`src/rtl/io_arbiter_pkg.sv`:
```
// Shared types and default sizes for the J1 I/O bus arbiter and its helpers.
package io_arb_pkg;

  typedef enum logic [1:0] {
    IDLE   = 2'd0,
    ACCESS = 2'd1,
    DONE   = 2'd2
  } state_t;

  typedef enum logic [1:0] {
    CMD_NONE = 2'd0,
    CMD_RD   = 2'd1,
    CMD_WR   = 2'd2
  } cmd_t;

  localparam int DEF_N           = 2;
  localparam int DEF_ADDR_W      = 16;
  localparam int DEF_DATA_W      = 16;
  localparam int DEF_WAIT_STATES = 0;
  localparam int CNT_W           = 4;

  // Write wins when a master raises both command bits.
  function automatic cmd_t decode_cmd(input logic wr, input logic rd);
    cmd_t cmd;
    if (wr) begin
      cmd = CMD_WR;
    end else if (rd) begin
      cmd = CMD_RD;
    end else begin
      cmd = CMD_NONE;
    end
    return cmd;
  endfunction

endpackage

```
`src/rtl/io_arbiter_rr_picker.sv`:
```
// Combinational round-robin picker: first requester at or after the pointer,
// wrapping modulo N.
module rr_picker
  import io_arb_pkg::*;
#(
  parameter int N     = DEF_N,
  parameter int PTR_W = 1
) (
  input  logic [N-1:0]     req_i,
  input  logic [PTR_W-1:0] ptr_i,
  output logic             valid_o,
  output logic [PTR_W-1:0] winner_o
);

  logic [PTR_W-1:0] idx_s;

  // Scan from the farthest offset down so the closest requester is kept last.
  always_comb begin
    idx_s    = {PTR_W{1'b0}};
    winner_o = {PTR_W{1'b0}};
    for (int k = N - 1; k >= 0; k--) begin
      idx_s    = PTR_W'((int'(ptr_i) + k) % N);
      winner_o = req_i[idx_s] ? idx_s : winner_o;
    end
    valid_o = |req_i;
  end

endmodule

```
`src/rtl/io_arbiter.sv`:
```
// Round-robin arbiter sharing the J1 I/O slave bus between N masters; one
// registered access per grant with a programmable strobe length.
module io_arbiter
  import io_arb_pkg::*;
#(
  parameter int N           = DEF_N,
  parameter int ADDR_W      = DEF_ADDR_W,
  parameter int DATA_W      = DEF_DATA_W,
  parameter int WAIT_STATES = DEF_WAIT_STATES
) (
  input  logic                clk,
  input  logic                reset_n,
  input  logic [N-1:0]        m_req,
  input  logic [N-1:0]        m_wr,
  input  logic [N-1:0]        m_rd,
  input  logic [N*ADDR_W-1:0] m_addr,
  input  logic [N*DATA_W-1:0] m_wdata,
  output logic [N-1:0]        m_ack,
  output logic [DATA_W-1:0]   m_rdata,
  output logic                io_rd,
  output logic                io_wr,
  output logic [ADDR_W-1:0]   io_addr,
  output logic [DATA_W-1:0]   io_dout,
  input  logic [DATA_W-1:0]   io_din,
  output logic                busy
);

  localparam int PTR_W = (N > 1) ? $clog2(N) : 1;
  localparam logic [N-1:0] ACK_ONE = {{(N-1){1'b0}}, 1'b1};

  state_t              state_q, state_d;
  cmd_t                cmd_q, cmd_d;
  logic [PTR_W-1:0]    ptr_q, ptr_d;
  logic [PTR_W-1:0]    win_q, win_d;
  logic [CNT_W-1:0]    cnt_q, cnt_d;
  logic [ADDR_W-1:0]   addr_q, addr_d;
  logic [DATA_W-1:0]   wdata_q, wdata_d;
  logic [DATA_W-1:0]   rdata_q, rdata_d;
  logic [N-1:0]        ack_q, ack_d;
  logic                io_rd_q, io_rd_d;
  logic                io_wr_q, io_wr_d;

  logic                pick_valid_s;
  logic [PTR_W-1:0]    pick_idx_s;
  int                  pick_sel_s;

  rr_picker #(
    .N     (N),
    .PTR_W (PTR_W)
  ) u_rr_picker (
    .req_i    (m_req),
    .ptr_i    (ptr_q),
    .valid_o  (pick_valid_s),
    .winner_o (pick_idx_s)
  );

  assign pick_sel_s = int'(pick_idx_s);

  // Next-state and registered-output logic of the grant/access/ack sequence.
  always_comb begin
    state_d = state_q;
    cmd_d   = cmd_q;
    ptr_d   = ptr_q;
    win_d   = win_q;
    cnt_d   = cnt_q;
    addr_d  = addr_q;
    wdata_d = wdata_q;
    rdata_d = rdata_q;
    ack_d   = {N{1'b0}};
    io_rd_d = 1'b0;
    io_wr_d = 1'b0;
    case (state_q)
      IDLE: begin
        if (pick_valid_s) begin
          state_d = ACCESS;
          win_d   = pick_idx_s;
          addr_d  = m_addr[pick_sel_s*ADDR_W +: ADDR_W];
          wdata_d = m_wdata[pick_sel_s*DATA_W +: DATA_W];
          cmd_d   = decode_cmd(m_wr[pick_idx_s], m_rd[pick_idx_s]);
          cnt_d   = CNT_W'(WAIT_STATES);
          io_wr_d = (cmd_d == CMD_WR);
          io_rd_d = (cmd_d == CMD_RD);
        end else begin
          state_d = IDLE;
        end
      end
      ACCESS: begin
        // Last strobe cycle: sample the OR'ed slave data and raise the ack.
        if (cnt_q == {CNT_W{1'b0}}) begin
          state_d = DONE;
          ack_d   = ACK_ONE << win_q;
          if (cmd_q == CMD_RD) begin
            rdata_d = io_din;
          end else begin
            rdata_d = rdata_q;
          end
        end else begin
          cnt_d   = cnt_q - CNT_W'(1);
          io_rd_d = (cmd_q == CMD_RD);
        end
      end
      DONE: begin
        state_d = IDLE;
        if (win_q == PTR_W'(N - 1)) begin
          ptr_d = {PTR_W{1'b0}};
        end else begin
          ptr_d = win_q + PTR_W'(1);
        end
      end
      default: begin
        state_d = IDLE;
      end
    endcase
  end

  // State and output registers.
  always_ff @(posedge clk or negedge reset_n) begin
    if (!reset_n) begin
      state_q <= IDLE;
      cmd_q   <= CMD_NONE;
      ptr_q   <= {PTR_W{1'b0}};
      win_q   <= {PTR_W{1'b0}};
      cnt_q   <= {CNT_W{1'b0}};
      addr_q  <= {ADDR_W{1'b0}};
      wdata_q <= {DATA_W{1'b0}};
      rdata_q <= {DATA_W{1'b0}};
      ack_q   <= {N{1'b0}};
      io_rd_q <= 1'b0;
      io_wr_q <= 1'b0;
    end else begin
      state_q <= state_d;
      cmd_q   <= cmd_d;
      ptr_q   <= ptr_d;
      win_q   <= win_d;
      cnt_q   <= cnt_d;
      addr_q  <= addr_d;
      wdata_q <= wdata_d;
      rdata_q <= rdata_d;
      ack_q   <= ack_d;
      io_rd_q <= io_rd_d;
      io_wr_q <= io_wr_d;
    end
  end

  assign m_ack   = ack_q;
  assign m_rdata = rdata_q;
  assign io_rd   = io_rd_q;
  assign io_wr   = io_wr_q;
  assign io_addr = addr_q;
  assign io_dout = wdata_q;
  assign busy    = (state_q != IDLE);

endmodule

```
`config.mk`:
```
export PLATFORM = sky130hd
export DESIGN_NAME = io_arbiter
export DESIGN_NICKNAME = d
export VERILOG_FILES = /design/src/rtl/io_arbiter_pkg.sv /design/src/rtl/io_arbiter_rr_picker.sv /design/src/rtl/io_arbiter.sv
export SDC_FILE = /design/constraint.sdc
export NUM_CORES = 1
export LEC_CHECK = 0
export BUFFER_PORTS_ARGS = -buffer_cell sky130_fd_sc_hd__buf_4
export CORE_UTILIZATION = 48
export CTS_CLUSTER_DIAMETER = 120
export CTS_CLUSTER_SIZE = 8
export DETAILED_ROUTE_END_ITERATION = 16
export PLACE_DENSITY = 0.84
export SYNTH_ARGS = -nofsm -noshare
export SYNTH_HDL_FRONTEND = slang
export SYNTH_SLANG_ARGS = --single-unit
```
`constraint.sdc`:
```
create_clock -name clk -period 7.05 [get_ports clk]
set_clock_uncertainty 0.2 [all_clocks]
set_input_delay 0.3525 -clock clk [delete_from_list [all_inputs] [get_ports clk]]
set_output_delay 0.3525 -clock clk [all_outputs]
set_load 0.02 [all_outputs]
```
==> results.md, run 1 <==
- Status: completed
- Layout cells sized above 1: 46.9%
- CTS clock-pin slew for the worst setup and hold paths: 60 ps
- Syn Area/Cell: 11.8 um^2
- Post-CTS Resized: 0
- Final Cycle Share: 35.7%
- Area Growth Syn to Fin: 47.2%
- Slew at the pin with the worst max-slew slack: 870 ps
- Post-route minimum period: 2520 ps
- CTS Hold Bufs: 1
- Number of port buffers: 140
- Vias in the first global route: 2258
- Crit-path cells: inv_1 > ha_1 > or3b_4 > or3_1 > mux2_4
- Worst hold-check path type: in2reg
- CTS H-tree lvls: 3
- Cell at the slowest stage of the critical path: or3_1
- # diodes: 0
- Leakage Power: 2.12 nW
- WS Path Type: reg2reg
- Setup bufs post-CTS: 0
- CP arrival: 2520 ps
- Synth Warn #: 0
- Crit path required time: 7050 ps
- Wl on met1: 2540 um
- Top Metal Used: met4
- Antenna Nets Post-Route: 0
- Cell Pwr Density: 439 nW/um^2
- Clk sink count: 62
- DP Wirelength: 4660 um
- Die Width: 76.9 um
- Wirelength per Cell: 14.3 um
- Synthesized area: 2690 um^2
- Die area: 5920 um^2
- Critical path fanouts, max: 16
- Syn Nets: 318
- Setup TNS: 0 ps
- Met2 wire len: 3060 um
- Io pins: 141
- First-iteration detailed-routing DRC count: 60
- First-pass GRT wire length: 10600 um
- CTS Root Cell: clkbuf_8
- Hold Vio Cnt, Final: 0
- Total CTS buffers: 9
- Total overflow reported by the global router: 0
- Final nets: 458
- Unrepaired setup endpoints after global routing: no
- Worst VDD drop: 0.246 mV
- GPL Wtd Cong: 0.775
- Die Height: 76.9 um
- Vias: 2182
- FP Rows: 26
- Worst rel slew slack: 42.0%
- # setup viols final: 0
- Core area: 5270 um^2
- Unique masters post-synth: 26
- Cell count after synthesis: 229
- Metal3 WL: 667 um
- CTS tree: done
- Largest stage delay on the critical path: 720 ps
- Seq/Total Area, Yosys: 57.6%
- Final WL: 6330 um
- Clk buf depth: 2
- CP top delay family: simple AND/OR/NAND/NOR gates
- CP Buf/Inv Count: 1
- Max-slew violations: 0
- CP Capture Type: register
- Drt drc: 0
- Fillcell total: 379
- Initial Util: 51.1%
- Initial antenna violation count: 0
- Vias per cell: 4.93
- Max-cap check violation count: 0
- Seq cells post-synth: 62
- Worst-skew pair later-pin latency: 320 ps
- F_max: 397 MHz
- Drt first pass iters: 4
- GRT Util Overall: 23.2%
- Critical Path Start Type: register
- Power, Total: 0.00174 W
- Pin count of the biggest net entering global routing: 76
## sequential cells by signal, summed over array words and instances, names as in the netlist
name	count
ptr_q	1
io_wr	1
cmd_q	2
io_rd	1
state_q	2
io_dout	16
cnt_q	4
win_q	1
io_addr	16
m_ack	2
m_rdata	16
## placed cells by master (no fill, tap or decap), types with 3 or more instances in the layout
cell type / count
buf_4: 142
clkbuf_1: 3
clkbuf_8: 11
dfrtp_1: 62
inv_1: 5
mux2_2: 7
mux2_4: 10
mux2i_1: 35
nand2_1: 38
nor2_1: 3
o21ai_0: 37
## synth_stat cells
cell type   n  share of area [%]
nor2_1      3               0.42
or3_1       1               0.23
and2_1      1               0.23
buf_6       1               0.42
nor4_1      1               0.23
o21ai_0    38                7.1
nand2b_1    1               0.23
mux2_2      7                2.9
buf_12      1               0.74
mux2_4     10                5.6
dfrtp_1    62                 58
or3b_4      1               0.42
buf_2       4               0.74
ha_1        1               0.46
nor3_1      1               0.19
o21bai_1    1               0.28
inv_1       5               0.70
o31ai_1     2               0.56
clkbuf_1    8                1.1
nand2_1    38                5.3
o22ai_1     1               0.23
nor2b_1     2               0.46
nand3_1     2               0.37
or2_2       1               0.23
o211ai_1    1               0.28
mux2i_1    35                 13
## through the flow
stage	setup slack [ps]	hold WS [ps]	cell area, um^2	util (%)	instances
final	4530	62.4	3970	75.3	443
after global routing	4440	43.8	3970	75.3	443
after CTS	4520	42.5	3970	75.3	443
after detailed placement	4540	266	3790	71.9	427
after global placement	4630	258	3790	71.9	427
after floorplan	4840	-143	2690	-	229
## cell type report
cell class              count  area, um^2  share of cell area [%]
flip-flops and latches     62        1550                    39.1
clock buffers              14         163                    4.10
clock inverters             1        5.00                   0.126
well taps                  70        87.6                    2.21
inverters                   5        18.8                   0.473
repair buffers            143        1080                    27.1
multi-input cells         148        1060                    26.8
## power by group
part	leakage (nW)	switching, W	internal [W]
Sequential	0.760	0.000100	0.000531
Clock	0.0865	0.000117	0.000145
Combinational	1.27	0.000462	0.000385
## kinds of logic after synthesis
group | count (synthesis) | synth area share (%)
buf+inv | 19 | 3.72
compound gates | 43 | 8.41
flops | 62 | 57.6
mux | 52 | 21.5
simple gates | 52 | 8.31
fa+ha+maj | 1 | 0.464
## path summary, 6_finish.rpt
path | from | to | slack (ps) | cells past startpoint
min in group asynchronous | reset_n | m_rdata[3] | 450 | 2
max in group asynchronous | reset_n | io_dout[13] | 5720 | 2
max reg2reg | cnt_q[0] | m_rdata[13] | 4530 | 5
min reg2reg | io_dout[9] | io_dout[9] | 280 | 2
max | cnt_q[0] | m_rdata[13] | 4530 | 5
min | io_din[12] | m_rdata[12] | 60 | 2
## routing by layer
layer / vias up / global-route usage (%)
met5: - / 0
met4: 0 / 7.50
met3: 6 / 7.38
met2: 118 / 39.8
met1: 994 / 27.6
li1: 1064 / -
Note: power is estimated with default switching activity, not from simulation.
==> run 2: changes to the inputs <==
CORE_UTILIZATION = 41   (was 48)
PLACE_DENSITY = 0.77   (was 0.84)
clock period = 2.05 ns   (was 7.05 ns; I/O delays follow)
==> run 2 against run 1 <==
The flow now finishes with violations (negative setup slack). Critical path depth up 1. First-iteration DRC count up 87%. Final area up 26%. Global-route usage up 3.3 points. Cell count grew 23%. Utilization up 3.3 points. Critical path type unchanged. Critical endpoint is now m_rdata[8].
==> results.md, run 2 (synthesis results as in run 1) <==
- Status: complete, but fails checks
- Failing checks: negative setup slack
- Worst setup margin: -39.9 ps
- # setup viols final: 11
- DP Wirelength: 4660 um
- Final Cycle Share: 102%
- Crit-path cells: inv_1 > ha_1 > or3b_4 > or3_4 > buf_12 > mux2_4
- Worst Hold Depth: 4
- Antenna Nets Post-Route: 0
- Slew at the pin with the worst max-slew slack: 772 ps
- Final Cell Area: 4990 um^2
- Drt drc: 0
- CTS clock-pin slew for the worst setup and hold paths: 70 ps
- Final WL: 8620 um
- CTS Root Cell: clkbuf_8
- Total overflow reported by the global router: 0
- Reg2reg start: cnt_q[1]
- R2R Path End: m_rdata[8]
- Worst hold-check path type: in2reg
- Wirelength per Cell: 15.8 um
- Worst hold start: m_wr[0]
- Total CTS buffers: 9
- CTS H-tree lvls: 3
- Pin count of the biggest net entering global routing: 66
- Final nets: 551
- CP Capture Type: register
- Largest stage delay on the critical path: 380 ps
- Power, Total: 0.00662 W
- Vias per cell: 4.80
- FP Rows: 29
- Unrepaired setup endpoints after global routing: yes
- # diodes: 0
- WHS: 42.6 ps
- Vias in the first global route: 2872
- Hold Vio Cnt, Final: 0
- CP top delay family: simple AND/OR/NAND/NOR gates
- Die area: 6900 um^2
- Post-route minimum period: 2090 ps
- Worst VDD drop: 0.943 mV
- Hold Path End: io_rd
- Worst rel slew slack: 48.5%
- Io pins: 141
- Worst slack, placed: -48.6 ps
- WS Path Type: reg2reg
- First-iteration detailed-routing DRC count: 112
- Critical Path Start Type: register
- Most common cell after layout, fill and taps aside: buf_4
- GPL Wtd Cong: 0.772
- Most frequent cells in the layout: buf_4 (146), dlygate4sd3_1 (84), dfrtp_1 (62), nand2_1 (38), o21ai_0 (37)
- CP Buf/Inv Count: 2
- Drt first pass iters: 4
- Max-cap check violation count: 0
- Layout cells sized above 1: 40.0%
- Cell at the slowest stage of the critical path: dfrtp_1
- Max-slew violations: 0
- Leakage Power: 2.56 nW
- Worst Reg-to-Reg Cells: 6
- Crit path required time: 2050 ps
- Fillcell total: 334
- CTS tree: done
- F_max: 479 MHz
- Initial antenna violation count: 0
- Critical path fanouts, max: 16
- Area Growth Syn to Fin: 85.3%
- Number of port buffers: 140
- Worst-skew pair later-pin latency: 330 ps
- Clk sink count: 62
- Core area: 6350 um^2
- GRT Util Overall: 26.6%
- Die Width: 83.1 um
- Die Height: 83.1 um
- Placed cell area: 3880 um^2
- Clk buf depth: 2
- Vias: 2612
- CP arrival: 2090 ps
- Initial Util: 42.4%
- Cell Pwr Density: 1330 nW/um^2
- First-pass GRT wire length: 14000 um
- Flop2flop setup slack: -40 ps
run 2: changes by cell type in the layout (fill, tap and decap cells not counted), moves of 2 or more:
| cell | change |
|---|---|
| buf_6 | +2 |
| bufinv_16 | +2 |
| buf_12 | +3 |
| dlygate4sd3_1 | +83 |
| buf_4 | +4 |
run 2: timing repair:
action                                  in CTS  in global routing
pin swaps                                    0                  1
endpoints found under the setup margin      16                 21
endpoints found under the hold margin      116                  2
gates cloned                                 0                  0
hold buffers                                85                  2
setup buffers                                0                  3
gates resized for setup                      1                  4
run 2: worst register-to-register path, delay by kind of cell (launching register included):
| kind | cells | cell delay [ps] |
|---|---|---|
| adders and majority gates | 1 | 140 |
| buffers and inverters | 2 | 230 |
| DFF | 1 | 380 |
| muxes | 1 | 310 |
| and+or+nand+nor | 2 | 710 |
run 2: how the worst max path moves through the flow:
stage,depth (start not counted),startpoint,endpoint
2_1_floorplan,7,cnt_q[0],m_rdata[10]
6_report,6,cnt_q[1],m_rdata[8]
3_3_place_gp,6,cnt_q[0],m_rdata[14]
5_1_grt,6,cnt_q[1],m_rdata[8]
4_1_cts,6,cnt_q[1],m_rdata[6]
3_5_place_dp,6,cnt_q[1],m_rdata[10]
run 2: metal layers:
| metal | vias to the layer above | GRT usage (%) | part of all wire [%] |
|---|---|---|---|
| met4 | 0 | 11.1 | 2.6 |
| li1 | 1252 | - | - |
| met5 | - | 0 | 0 |
| met2 | 123 | 47.6 | 51 |
| met1 | 1220 | 29.3 | 39 |
| met3 | 17 | 7.75 | 6.5 |
run 2: area by class of cell:
type | count | area [um^2] | share of cell area, %
inverter | 5 | 18.8 | 0.376
timing repair buffer | 236 | 2030 | 40.7
tap | 77 | 96.3 | 1.93
multi-input combinational | 148 | 1080 | 21.6
clock buffer | 13 | 149 | 2.98
sequential | 62 | 1550 | 31.1
clock inverter | 3 | 67.6 | 1.35
run 2: metrics by stage:
stage	utilization (%)	setup TNS, ps	cells
3_3_place_gp	61.1	-295	440
4_1_cts	78.0	-256	541
6_report	78.6	-241	544
3_5_place_dp	61.1	-538	440
2_1_floorplan	-	-1180	229
5_1_grt	78.6	-1030	544
run 2: where the power goes:
group          leakage (nW)  switching [W]  internal (W)  total (W)
combinational          1.70        0.00171       0.00155    0.00327
clock                 0.104       0.000453      0.000720    0.00117
sequential            0.760       0.000353       0.00183    0.00218
total                  2.56        0.00252       0.00410    0.00662
==> run 3: changes to the inputs <==
CORE_ASPECT_RATIO = 0.75   (was unset)
==> run 3 against run 2 <==
The run still ends with negative setup slack left. Highest routed layer unchanged. Utilization up 1.8 points. Critical path depth stayed put. Final area increased by 1.8%. Non-clock buffer count rose by 7. Worst hold slack improved by 39 ps. Total power grew 1.8%. Clock power barely moved. Flip-flop and latch count did not move. Sequential power about the same. Count of clock-buffer cells in the layout shrank 1. Sequential share of layout area is 0.54 points lower. Critical endpoint is now m_rdata[15]. Worst setup slack lost 25 ps.
==> results.md, run 3 (synthesis results as in run 1) <==
- Initial Util: 42.6%
- Max-cap check violation count: 0
- Crit-path cells: inv_1 > ha_1 > or3b_4 > or3_4 > buf_12 > mux2_4
- Antenna Nets Post-Route: 0
- CTS clock-pin slew for the worst setup and hold paths: 70 ps
- Leakage Power: 2.68 nW
- Worst rel slew slack: 48.0%
- R2R Path End: m_rdata[15]
- Vias per cell: 4.73
- CTS Root Cell: clkbuf_8
- Worst VDD drop: 0.571 mV
- First-iteration detailed-routing DRC count: 124
- CP Capture Type: register
- Drt first pass iters: 4
- Final WL: 8920 um
- Max-slew violations: 0
- Post-route minimum period: 2110 ps
- Finished Core Util: 80.4%
- Reg2reg start: cnt_q[1]
- Io pins: 141
- Die Width: 95.6 um
- GRT Util Overall: 24.7%
- Critical path fanouts, max: 16
- Final Cycle Share: 103%
- Vias: 2624
- Slew at the pin with the worst max-slew slack: 781 ps
- # diodes: 0
- Crit path to: m_rdata[15]
- Worst Reg-to-Reg Cells: 6
- F_max: 473 MHz
- Die Height: 72.2 um
- Status: complete, but fails checks
- Most frequent cells in the layout: buf_4 (153), dlygate4sd3_1 (76), dfrtp_1 (62), nand2_1 (38), o21ai_0 (36)
- Clk sink count: 62
- Crit path required time: 2080 ps
- Unrepaired setup endpoints after global routing: yes
- Wirelength per Cell: 16.1 um
- Worst hold-check path type: in2reg
- CP startpoint: cnt_q[1]
- Largest stage delay on the critical path: 380 ps
- WS Path Type: reg2reg
- CP arrival: 2140 ps
- Cell Pwr Density: 1330 nW/um^2
- Hold Vio Cnt, Final: 0
- Power, Total: 0.00674 W
- GPL Wtd Cong: 0.789
- Clk buf depth: 2
- Failing checks: negative setup slack
- Total overflow reported by the global router: 0
- Most common cell after layout, fill and taps aside: buf_4
- Initial antenna violation count: 0
- Die area: 6900 um^2
- CTS H-tree lvls: 3
- Total CTS buffers: 9
- DP Wirelength: 4590 um
- Core area: 6320 um^2
- Worst setup margin: -64.5 ps
- Critical Path Start Type: register
- Vias in the first global route: 2706
- Worst-skew pair later-pin latency: 340 ps
- Final nets: 558
- Fillcell total: 353
- Number of port buffers: 140
- Cell at the slowest stage of the critical path: dfrtp_1
- Layout cells sized above 1: 41.4%
- # setup viols final: 18
- Drt drc: 0
- Pin count of the biggest net entering global routing: 63
- CTS tree: done
- First-pass GRT wire length: 12600 um
- Flop2flop setup slack: -60 ps
- FP Rows: 25
- Area Growth Syn to Fin: 88.6%
## run 3: through the flow
step	setup WS (ps)	hold slack, ps	TNS (ps)	std cells	cell area [um^2]
after global placement	-25.9	24.0	-256	445	3880
final	-64.5	81.2	-823	555	5080
after floorplan	-118	-393	-1180	229	2690
after CTS	-43.8	61.5	-480	546	4950
after global routing	-164	115	-2630	555	5080
after detailed placement	-54.8	29.5	-637	445	3880
## run 3: power breakdown
| part | leakage [nW] | switching [W] | internal, W |
|---|---|---|---|
| registers | 0.760 | 0.000369 | 0.00183 |
| logic | 1.81 | 0.00175 | 0.00161 |
| clock network | 0.110 | 0.000466 | 0.000715 |
## run 3: what timing repair did
action                                 CTS  global route
endpoints found under the hold margin  114             5
setup endpoints to repair               16            35
setup buffers                            0             8
cloned                                   0             1
resized for setup                        1            12
hold buffers                            85             5
## run 3: worst min-delay path by stage
| stage | start | to | slack, ps | cells after the start |
|---|---|---|---|---|
| 4_1_cts | m_rd[0] | cmd_q[0] | 60 | 4 |
| 3_3_place_gp | reset_n | io_addr[4] | 20 | 1 |
| 2_1_floorplan | reset_n | cmd_q[0] | -390 | 0 |
| 5_1_grt | m_addr[15] | io_addr[15] | 110 | 4 |
| 3_5_place_dp | reset_n | io_addr[4] | 30 | 1 |
| 6_report | m_rd[0] | cmd_q[0] | 80 | 4 |
## run 3: area by class of cell
type	count	area, um^2	area share, %
clock buffer	12	145	2.86
clock inverter	4	70.1	1.38
inverter	5	18.8	0.369
multi-input combinational	148	1080	21.3
sequential	62	1550	30.5
tap	81	101	2.00
timing repair buffer	243	2110	41.6
## run 3: layer usage
metal,share of wire [%],GRT usage [%],vias to the layer above
li1,-,-,1261
met1,39,27.3,1233
met2,51,43.2,111
met3,7.8,9.64,19
met4,2.0,9.29,0
met5,0,0,-
## run 3: worst max-delay path: cells and delay by family (launching register included)
kind / cells / cell delay [ps]
fa+ha+maj: 1 / 160
buf+inv: 2 / 230
flops: 1 / 380
mux: 1 / 300
simple gates: 2 / 730
